## src/rtl/rr_arbiter_param_if.sv

```systemverilog
// Request/grant bundle between N requesting masters and the round-robin arbiter.
// The master drives enable and requests; the arbiter returns a registered one-hot grant.
interface rr_arbiter_param_if #(
    parameter int N     = 4,
    parameter int IDX_W = $clog2(N)
);
    logic             En;
    logic [N-1:0]     req;
    logic [N-1:0]     grant;
    logic             grant_valid;
    logic [IDX_W-1:0] grant_idx;

    modport master (
        output En,
        output req,
        input  grant,
        input  grant_valid,
        input  grant_idx
    );

    modport slave (
        input  En,
        input  req,
        output grant,
        output grant_valid,
        output grant_idx
    );
endinterface

```

## src/rtl/rr_arbiter_param.sv

```systemverilog
// Round-robin arbiter with owner hold and bounded tenure under contention.
// Grant is registered: one cycle after req is sampled; requests are level-sensitive, no queuing.
module rr_arbiter_param #(
    parameter int N        = 4,
    parameter int MAX_HOLD = 4,
    parameter int IDX_W    = $clog2(N)
) (
    input  logic               clk,
    input  logic               rst_n,
    rr_arbiter_param_if.slave  arb
);
    localparam int HC_W = (MAX_HOLD > 2) ? $clog2(MAX_HOLD) : 1;
    localparam logic [HC_W-1:0] HOLD_LAST = (MAX_HOLD == 0) ? '0 : HC_W'(MAX_HOLD - 1);
    localparam logic [N-1:0] ONE = {{(N-1){1'b0}}, 1'b1};

    localparam logic [0:0] ST_IDLE = 1'b0;
    localparam logic [0:0] ST_BUSY = 1'b1;

    logic [0:0]       state_q, state_d;
    logic [IDX_W-1:0] ptr_q, ptr_d;
    logic [HC_W-1:0]  hold_q, hold_d;
    logic [N-1:0]     grant_q, grant_d;
    logic [IDX_W-1:0] idx_q, idx_d;
    logic             vld_q, vld_d;

    logic [N-1:0]     others;
    logic [IDX_W-1:0] nxt_start;
    logic [IDX_W-1:0] win_idle;
    logic [IDX_W-1:0] win_busy;

    // First set bit of v scanning circularly from s.
    function automatic logic [IDX_W-1:0] pick(input logic [N-1:0] v, input logic [IDX_W-1:0] s);
        logic found;
        int   j;
        found = 1'b0;
        pick  = '0;
        for (int k = 0; k < N; k++) begin
            j = (int'(s) + k) % N;
            if (!found && v[j]) begin
                found = 1'b1;
                pick  = IDX_W'(j);
            end
        end
    endfunction

    function automatic logic [IDX_W-1:0] wrap_inc(input logic [IDX_W-1:0] x);
        return IDX_W'((int'(x) + 1) % N);
    endfunction

    assign others    = arb.req & ~grant_q;
    assign nxt_start = wrap_inc(idx_q);
    assign win_idle  = pick(arb.req, ptr_q);
    assign win_busy  = pick(others, nxt_start);

    always_comb begin
        state_d = state_q;
        ptr_d   = ptr_q;
        hold_d  = hold_q;
        grant_d = grant_q;
        idx_d   = idx_q;
        vld_d   = vld_q;
        case (state_q)
            ST_IDLE: begin
                if (arb.En && (|arb.req)) begin
                    grant_d = ONE << win_idle;
                    idx_d   = win_idle;
                    vld_d   = 1'b1;
                    hold_d  = '0;
                    state_d = ST_BUSY;
                end
            end
            ST_BUSY: begin
                if (!arb.En || (!arb.req[idx_q] && !(|others))) begin
                    grant_d = '0;
                    idx_d   = '0;
                    vld_d   = 1'b0;
                    hold_d  = '0;
                    ptr_d   = nxt_start;
                    state_d = ST_IDLE;
                end else if (!arb.req[idx_q] ||
                             ((MAX_HOLD != 0) && (hold_q == HOLD_LAST) && (|others))) begin
                    // Release or tenure expiry: hand straight over, no bubble cycle.
                    grant_d = ONE << win_busy;
                    idx_d   = win_busy;
                    vld_d   = 1'b1;
                    hold_d  = '0;
                end else if ((MAX_HOLD != 0) && (hold_q != HOLD_LAST)) begin
                    hold_d = hold_q + 1'b1;
                end
            end
            default: begin
                grant_d = '0;
                idx_d   = '0;
                vld_d   = 1'b0;
                hold_d  = '0;
                state_d = ST_IDLE;
            end
        endcase
    end

    // rst_n is active-high here: a 1 at the edge resets the block.
    always_ff @(posedge clk) begin
        if (rst_n) begin
            state_q <= ST_IDLE;
            ptr_q   <= '0;
            hold_q  <= '0;
            grant_q <= '0;
            idx_q   <= '0;
            vld_q   <= 1'b0;
        end else begin
            state_q <= state_d;
            ptr_q   <= ptr_d;
            hold_q  <= hold_d;
            grant_q <= grant_d;
            idx_q   <= idx_d;
            vld_q   <= vld_d;
        end
    end

    assign arb.grant       = grant_q;
    assign arb.grant_valid = vld_q;
    assign arb.grant_idx   = idx_q;
endmodule
```

## src/flat_wrapper.sv

```systemverilog
// flat-port wrapper written by rule: the top's interface ports become plain ports
module rr_arbiter_param_flat 
#(
    parameter int N        = 4,
    parameter int MAX_HOLD = 4,
    parameter int IDX_W    = $clog2(N)
)
  (clk, rst_n, arb_En, arb_req, arb_grant, arb_grant_valid, arb_grant_idx);
  rr_arbiter_param_if #(.N(N), .IDX_W(IDX_W)) arb_i ();
  input  logic clk;
  input  logic rst_n;
  input wire logic [$bits(arb_i.En)-1:0] arb_En;
  input wire logic [$bits(arb_i.req)-1:0] arb_req;
  output wire logic [$bits(arb_i.grant)-1:0] arb_grant;
  output wire logic [$bits(arb_i.grant_valid)-1:0] arb_grant_valid;
  output wire logic [$bits(arb_i.grant_idx)-1:0] arb_grant_idx;
  assign arb_i.En = arb_En;
  assign arb_i.req = arb_req;
  assign arb_grant = arb_i.grant;
  assign arb_grant_valid = arb_i.grant_valid;
  assign arb_grant_idx = arb_i.grant_idx;
  rr_arbiter_param #(.N(N), .MAX_HOLD(MAX_HOLD), .IDX_W(IDX_W)) u_core (.clk(clk), .rst_n(rst_n), .arb(arb_i));
endmodule
```

## config.mk

```make
export PLATFORM = sky130hd
export DESIGN_NAME = rr_arbiter_param_flat
export DESIGN_NICKNAME = d
export VERILOG_FILES = /design/src/rtl/rr_arbiter_param_if.sv /design/src/rtl/rr_arbiter_param.sv /design/src/flat_wrapper.sv
export SDC_FILE = /design/constraint.sdc
export NUM_CORES = 1
export LEC_CHECK = 0
export ABC_AREA = 1
export CAP_MARGIN = 20
export CELL_PAD_IN_SITES_DETAIL_PLACEMENT = 0
export CELL_PAD_IN_SITES_GLOBAL_PLACEMENT = 1
export CORE_MARGIN = 8
export CORE_UTILIZATION = 42
export DETAILED_ROUTE_END_ITERATION = 10
export PLACE_DENSITY_LB_ADDON = 0.08
export SYNTH_ARGS = -nofsm -noshare
export SYNTH_HDL_FRONTEND = slang
export SYNTH_SLANG_ARGS = --single-unit
```

## constraint.sdc

```tcl
create_clock -name clk -period 2.36 [get_ports clk]
set_input_delay 0.472 -clock clk [delete_from_list [all_inputs] [get_ports clk]]
set_output_delay 0.472 -clock clk [all_outputs]
set_load 0.005 [all_outputs]
```

==> results.cfg, run 1 <==
[detailed_routing]
ant_nets = 0
drc = 0
wl_mm = 3.18
firstDrtPassIters = 5
vias = 1358
vias_per_cell = 5.22
wire_per_inst_um = 12.2
initialDrtViolationCount = 178

[global_route]
overflow = 0
track_usage_pct = 13.2
grt_max_degree = 13
antenna_found_initial = 0
grt_pass1_wl_mm = 5.55
grt_pass1_vias = 1246

[synthesis]
synth_cell_types = 24
yosys_warnings = 0
ys_seq_area_share_pct = 18.7
yosys_register_bits = 12
netlist_area_mm2 = 0.00128
netlist.area_leader.share_pct = 21.4
netlist_instances = 212
syn_area_per_cell_um2 = 6.05
yosys.area.top_type = nand2_1
synth.area.top_cells = nand2_1, dfxtp_1, nand3_1
syn-num-nets = 220

[layout]
n_antenna_cell = 0
final_layout_size_suffix_gt1_share_pct = 18.5
final_cell_mix = nand2_1, nand3_1, nor2_1
stdcell_count = 260
layout-area-overhead-vs-synth_pct = 13.9
layout_commonest_cell = nand2_1
nets = 236

[worst_setup_path]
crit_fanout = 5
required_ns = 2.59
worstPathArrival_ns = 2.23
worstSetupPathType = in -> reg
reg2reg_from = u_core.arb.grant_idx[0]
end_kind = flop
worst_setup_path_start_kind = input pin
startpoint = arb_req[1]

[timing]
maxSlewHeadroom_pct = 75.2
hold_violations = 0
worstMarginPinSlew_ns = 0.371
fin_ws_ns = 0.352
finalClockSkew_ns = 0.00221
finalCritPeriodShare_pct = 85.1
fmaxAchievable_mhz = 498
final_max_slew_viol_count = 0
setup_viol = 0
fin_crit_ns = 2.01
rsz0062_at_grt = no
fin_tns_setup_ns = 0

[power_and_ir_drop]
p_per_area_mw_per_mm2 = 638
p_leak_nw = 0.707
ir_drop_mv = 0.328

[placed_design]
portBuffers = 13
hpwl_mm = 2.61
post-place-cells = 256
pre_cts_ws_ns = 0.0917
gp_congestion = 0.915

[clocking]
cts.sink_count = 12
post_cts_resize_count = 0
cts_setup_buffers = 0
clkTransAtPathRegs_ns = 0.08
clk-insertion-delay-late_ns = 0.27
tritoncts = built
holdBufCountCts = 0
clockBufferDepth = 2
htreeDepth = 1
cts_made_buffers = 3
cts-root-buf = clkbuf_4

[min_path]
hold_class = reg -> reg
hp-start = u_core.arb.grant_valid

[run]
max_cap_violations = 0

[floorplanning]
die_h_um = 71.3
initial_utilization_pct = 43.1
ios = 14
dieArea_mm2 = 0.00508
die_x_um = 71.3
coreArea_mm2 = 0.00298
num_rows = 20

[status]
outcome = finished clean
Yosys cell counts, drive strengths merged:
library cell and n:
inv 24, a21oi 11, buf 4, dfxtp 12
ha 1, nand2 86, a211oi 1, nor3 2
o211ai 1, xnor2 1, nand4 7, nor2 22
o21ai 12, nand3 28
cells by family after synthesis:
logic type	Yosys count	synth area share, %
flops	12	18.7
xor+xnor	1	0.683
compound gates	25	11.2
buf+inv	28	11.1
simple gates	145	57.3
fa+ha+maj	1	0.975
where the power goes:
group	switching (W)	leakage, nW	internal [W]
Sequential	0.0000303	0.0990	0.000226
Combinational	0.000325	0.587	0.000185
Clock	0.0000722	0.0210	0.0000938
Total	0.000428	0.707	0.000504
per-layer routing:
layer  share of wire (%)  up-vias  GRT usage, %
li1                    -      716             -
met1                  48      601          17.2
met2                  45       34          21.4
met3                 4.8        7          1.39
met4                 2.1        0          5.31
met5                   0        -             0
critical path, cell delays in order:
cell and delay (ns):
clkdlybuf4s50_1 0.51, inv_1 0.14, nand2_1 0.07, nand3_1 0.12, nand2_1 0.13, nor2_4 0.17, nand3_1 0.08, nand3_1 0.13
nand2_2 0.10, o21ai_1 0.18, nand2_1 0.07, inv_1 0.05
worst paths after layout:
path / cells past startpoint / slack (ns) / end
worst max register to register: 13 / 0.56 / u_core.arb.grant[2]
worst max-delay path: 12 / 0.35 / u_core.arb.grant_idx[1]
worst min-delay path: 2 / 0.48 / u_core.arb.grant_valid
worst min register to register: 2 / 0.48 / u_core.arb.grant_valid
sequential cells by signal, summed over array words and instances (netlist names):
name and flops:
u_core.ptr_q 2, u_core.state_q 1, u_core.arb.grant 4, u_core.arb.grant_valid 1, u_core.arb.grant_idx 2, u_core.hold_q 2
cell type report:
cell class / count / area, um2
clock buffers: 4 / 36.3
fillers: 318 / 1520
inverters: 24 / 97.6
multi-input cells: 172 / 900
flip-flops and latches: 12 / 240
well taps: 33 / 41.3
repair buffers: 15 / 145
through the flow:
| stage | hold slack, ns | utilization [%] | cell area (um2) | power [W] |
|---|---|---|---|---|
| floorplan | 0.464 | - | 1280 | 0.000650 |
| global placement | 0.458 | 47.8 | 1420 | 0.000767 |
| detailed placement | 0.465 | 47.8 | 1420 | 0.000768 |
| CTS | 0.483 | 49.0 | 1460 | 0.000935 |
| global route | 0.508 | 49.0 | 1460 | 0.00102 |
| finish | 0.478 | 49.0 | 1460 | 0.000932 |
Power figures use the tool's default switching activity.
==> run 2, diff against run 1 <==
- CORE_UTILIZATION: 42 -> 35
==> run 2 against run 1 <==
Compared with the run above: critical endpoint is now u_core.arb.grant[1]; design area is 0.86% higher; sequential cell count did not move; die area rose by 15%; fmax is 1.1% lower; non-clock buffer count is 1 higher; critical path type unchanged; final cell count increased by 5.8%; largest power group unchanged.
==> results.cfg, run 2 (synthesis gave the netlist of run 1 again) <==
[status]
outcome = finished clean

[detailed_routing]
firstDrtPassIters = 4
wire_per_inst_um = 12.7
vias = 1379
wl_met3_um = 170
ant_nets = 0
vias_per_cell = 5.01
initialDrtViolationCount = 118
dr.max_layer_used = met4
dr_wl_met2_mm = 1.51
drc = 0
wl_met1_mm = 1.77
wl_mm = 3.49

[layout]
design_area_mm2 = 0.00147
post-route-util_pct = 41.2
final_layout_size_suffix_gt1_share_pct = 18.5
stdcell_count = 275
layout-area-overhead-vs-synth_pct = 14.8
largest_reg_flops = 4
n_antenna_cell = 0
layout_commonest_cell = nand2_1
fillCellCount = 404
nets = 237
final_cell_mix = nand2_1, nand3_1, nor2_1

[worst_setup_path]
startpoint = arb_req[1]
path_cells = clkdlybuf4s50_1 -> inv_1 -> nand2_1 -> nand3_1 -> nand2_1 -> nor2_4 -> nand3_1 -> nand3_1 -> nand2_2 -> nand3_1 -> nand2_1 -> nor2_1 -> nor2_1
cp_common_cell = nand3_1
required_ns = 2.53
path_buf_inv = 2
path_depth = 13
crit_fanout = 5
max_stage_delay_ns = 0.52
reg2reg_from = u_core.arb.grant_idx[1]
cp_slowest_cell = clkdlybuf4s50_1
ff2ff_path_depth = 13
end_kind = flop
cp_top_family = simple AND/OR/NAND/NOR gates
r2r_end = u_core.arb.grant[2]
worstPathArrival_ns = 2.20
worst_setup_path_start_kind = input pin
worstSetupPathType = in -> reg
r2r_setup_slack_ns = 0.56

[placed_design]
gp_congestion = 0.879
portBuffers = 13
post-place-cells = 272
hpwl_mm = 2.81
placed_cell_area_mm2 = 0.00145

[clocking]
cts-root-buf = clkbuf_4
clk-insertion-delay-late_ns = 0.27
htreeDepth = 1
post_cts_resize_count = 0
clkTransAtPathRegs_ns = 0.07
cts_made_buffers = 3
cts_setup_buffers = 0
tritoncts = built
clockBufferDepth = 2
cts.sink_count = 12
holdBufCountCts = 0

[min_path]
hold_class = reg -> reg
hp-start = u_core.arb.grant_valid
hold_end = u_core.arb.grant_valid
whs_path_depth = 2

[timing]
final_max_slew_viol_count = 0
fin_tns_setup_ns = 0
fmaxAchievable_mhz = 493
hold_violations = 0
setup_viol = 0
fin_crit_ns = 2.03
maxSlewHeadroom_pct = 73.0
finalClockSkew_ns = 0.00167
worstMarginPinSlew_ns = 0.404
rsz0062_at_grt = no
finalCritPeriodShare_pct = 86.0

[floorplanning]
dieArea_mm2 = 0.00586
initial_utilization_pct = 35.8
num_rows = 22
die_h_um = 76.5
ios = 14
die_x_um = 76.5
coreArea_mm2 = 0.00358

[power_and_ir_drop]
p_leak_nw = 0.705
ir_drop_mv = 0.286
p_per_area_mw_per_mm2 = 614

[run]
max_cap_violations = 0

[global_route]
overflow = 0
grt_max_degree = 13
grt_pass1_vias = 1351
track_usage_pct = 12.3
antenna_found_initial = 0
grt_pass1_wl_mm = 6.16
==> run 2: area by class of cell <==
cell class	instances	area, um2	area share [%]
Clock buffer	3	22.5	1.53
Inverter	24	97.6	6.63
Multi-Input combinational cell	172	900	61.1
Sequential cell	12	240	16.3
Tap cell	48	60.1	4.08
Timing Repair Buffer	16	153	10.4
==> run 2: where the power goes <==
part / leakage [nW] / internal [W] / switching, W
clock: 0.0138 / 0.0000592 / 0.0000697
combinational: 0.592 / 0.000187 / 0.000335
sequential: 0.0990 / 0.000226 / 0.0000286
total: 0.705 / 0.000471 / 0.000433
==> run 2: per-stage QoR <==
stage / total power, W / hold slack (ns) / worst slack, ns
4_1_cts: 0.000910 / 0.475 / 0.367
3_5_place_dp: 0.000778 / 0.458 / 0.0727
6_report: 0.000904 / 0.481 / 0.331
3_3_place_gp: 0.000776 / 0.451 / 0.0747
2_1_floorplan: 0.000650 / 0.464 / 0.846
5_1_grt: 0.000997 / 0.535 / 0.147
==> run 2: worst reg2reg max path: stages (launching register included) <==
cell     delay [ns]
dfxtp_1        0.57
inv_4          0.12
a21oi_1        0.14
o21ai_1        0.08
nand2_1        0.11
nand2_1        0.07
nand2_2        0.09
nor2_4         0.05
nand2_2        0.07
nand2_4        0.08
inv_4          0.12
o21ai_2        0.06
nor2_1         0.09
nor2_1         0.05
==> run 2: worst max path at each step <==
stage          slack [ns]                   to
2_1_floorplan        0.85  u_core.arb.grant[0]
3_3_place_gp         0.07  u_core.arb.grant[0]
3_5_place_dp         0.07  u_core.arb.grant[1]
4_1_cts              0.37  u_core.arb.grant[1]
5_1_grt              0.15  u_core.arb.grant[1]
6_report             0.33  u_core.arb.grant[1]
==> run 2: metal layers <==
metal  global-route usage, %  up-vias
met5                       0        -
met4                    3.46        0
met3                    1.65        5
met2                    19.8       42
met1                    16.4      614
li1                        -      718
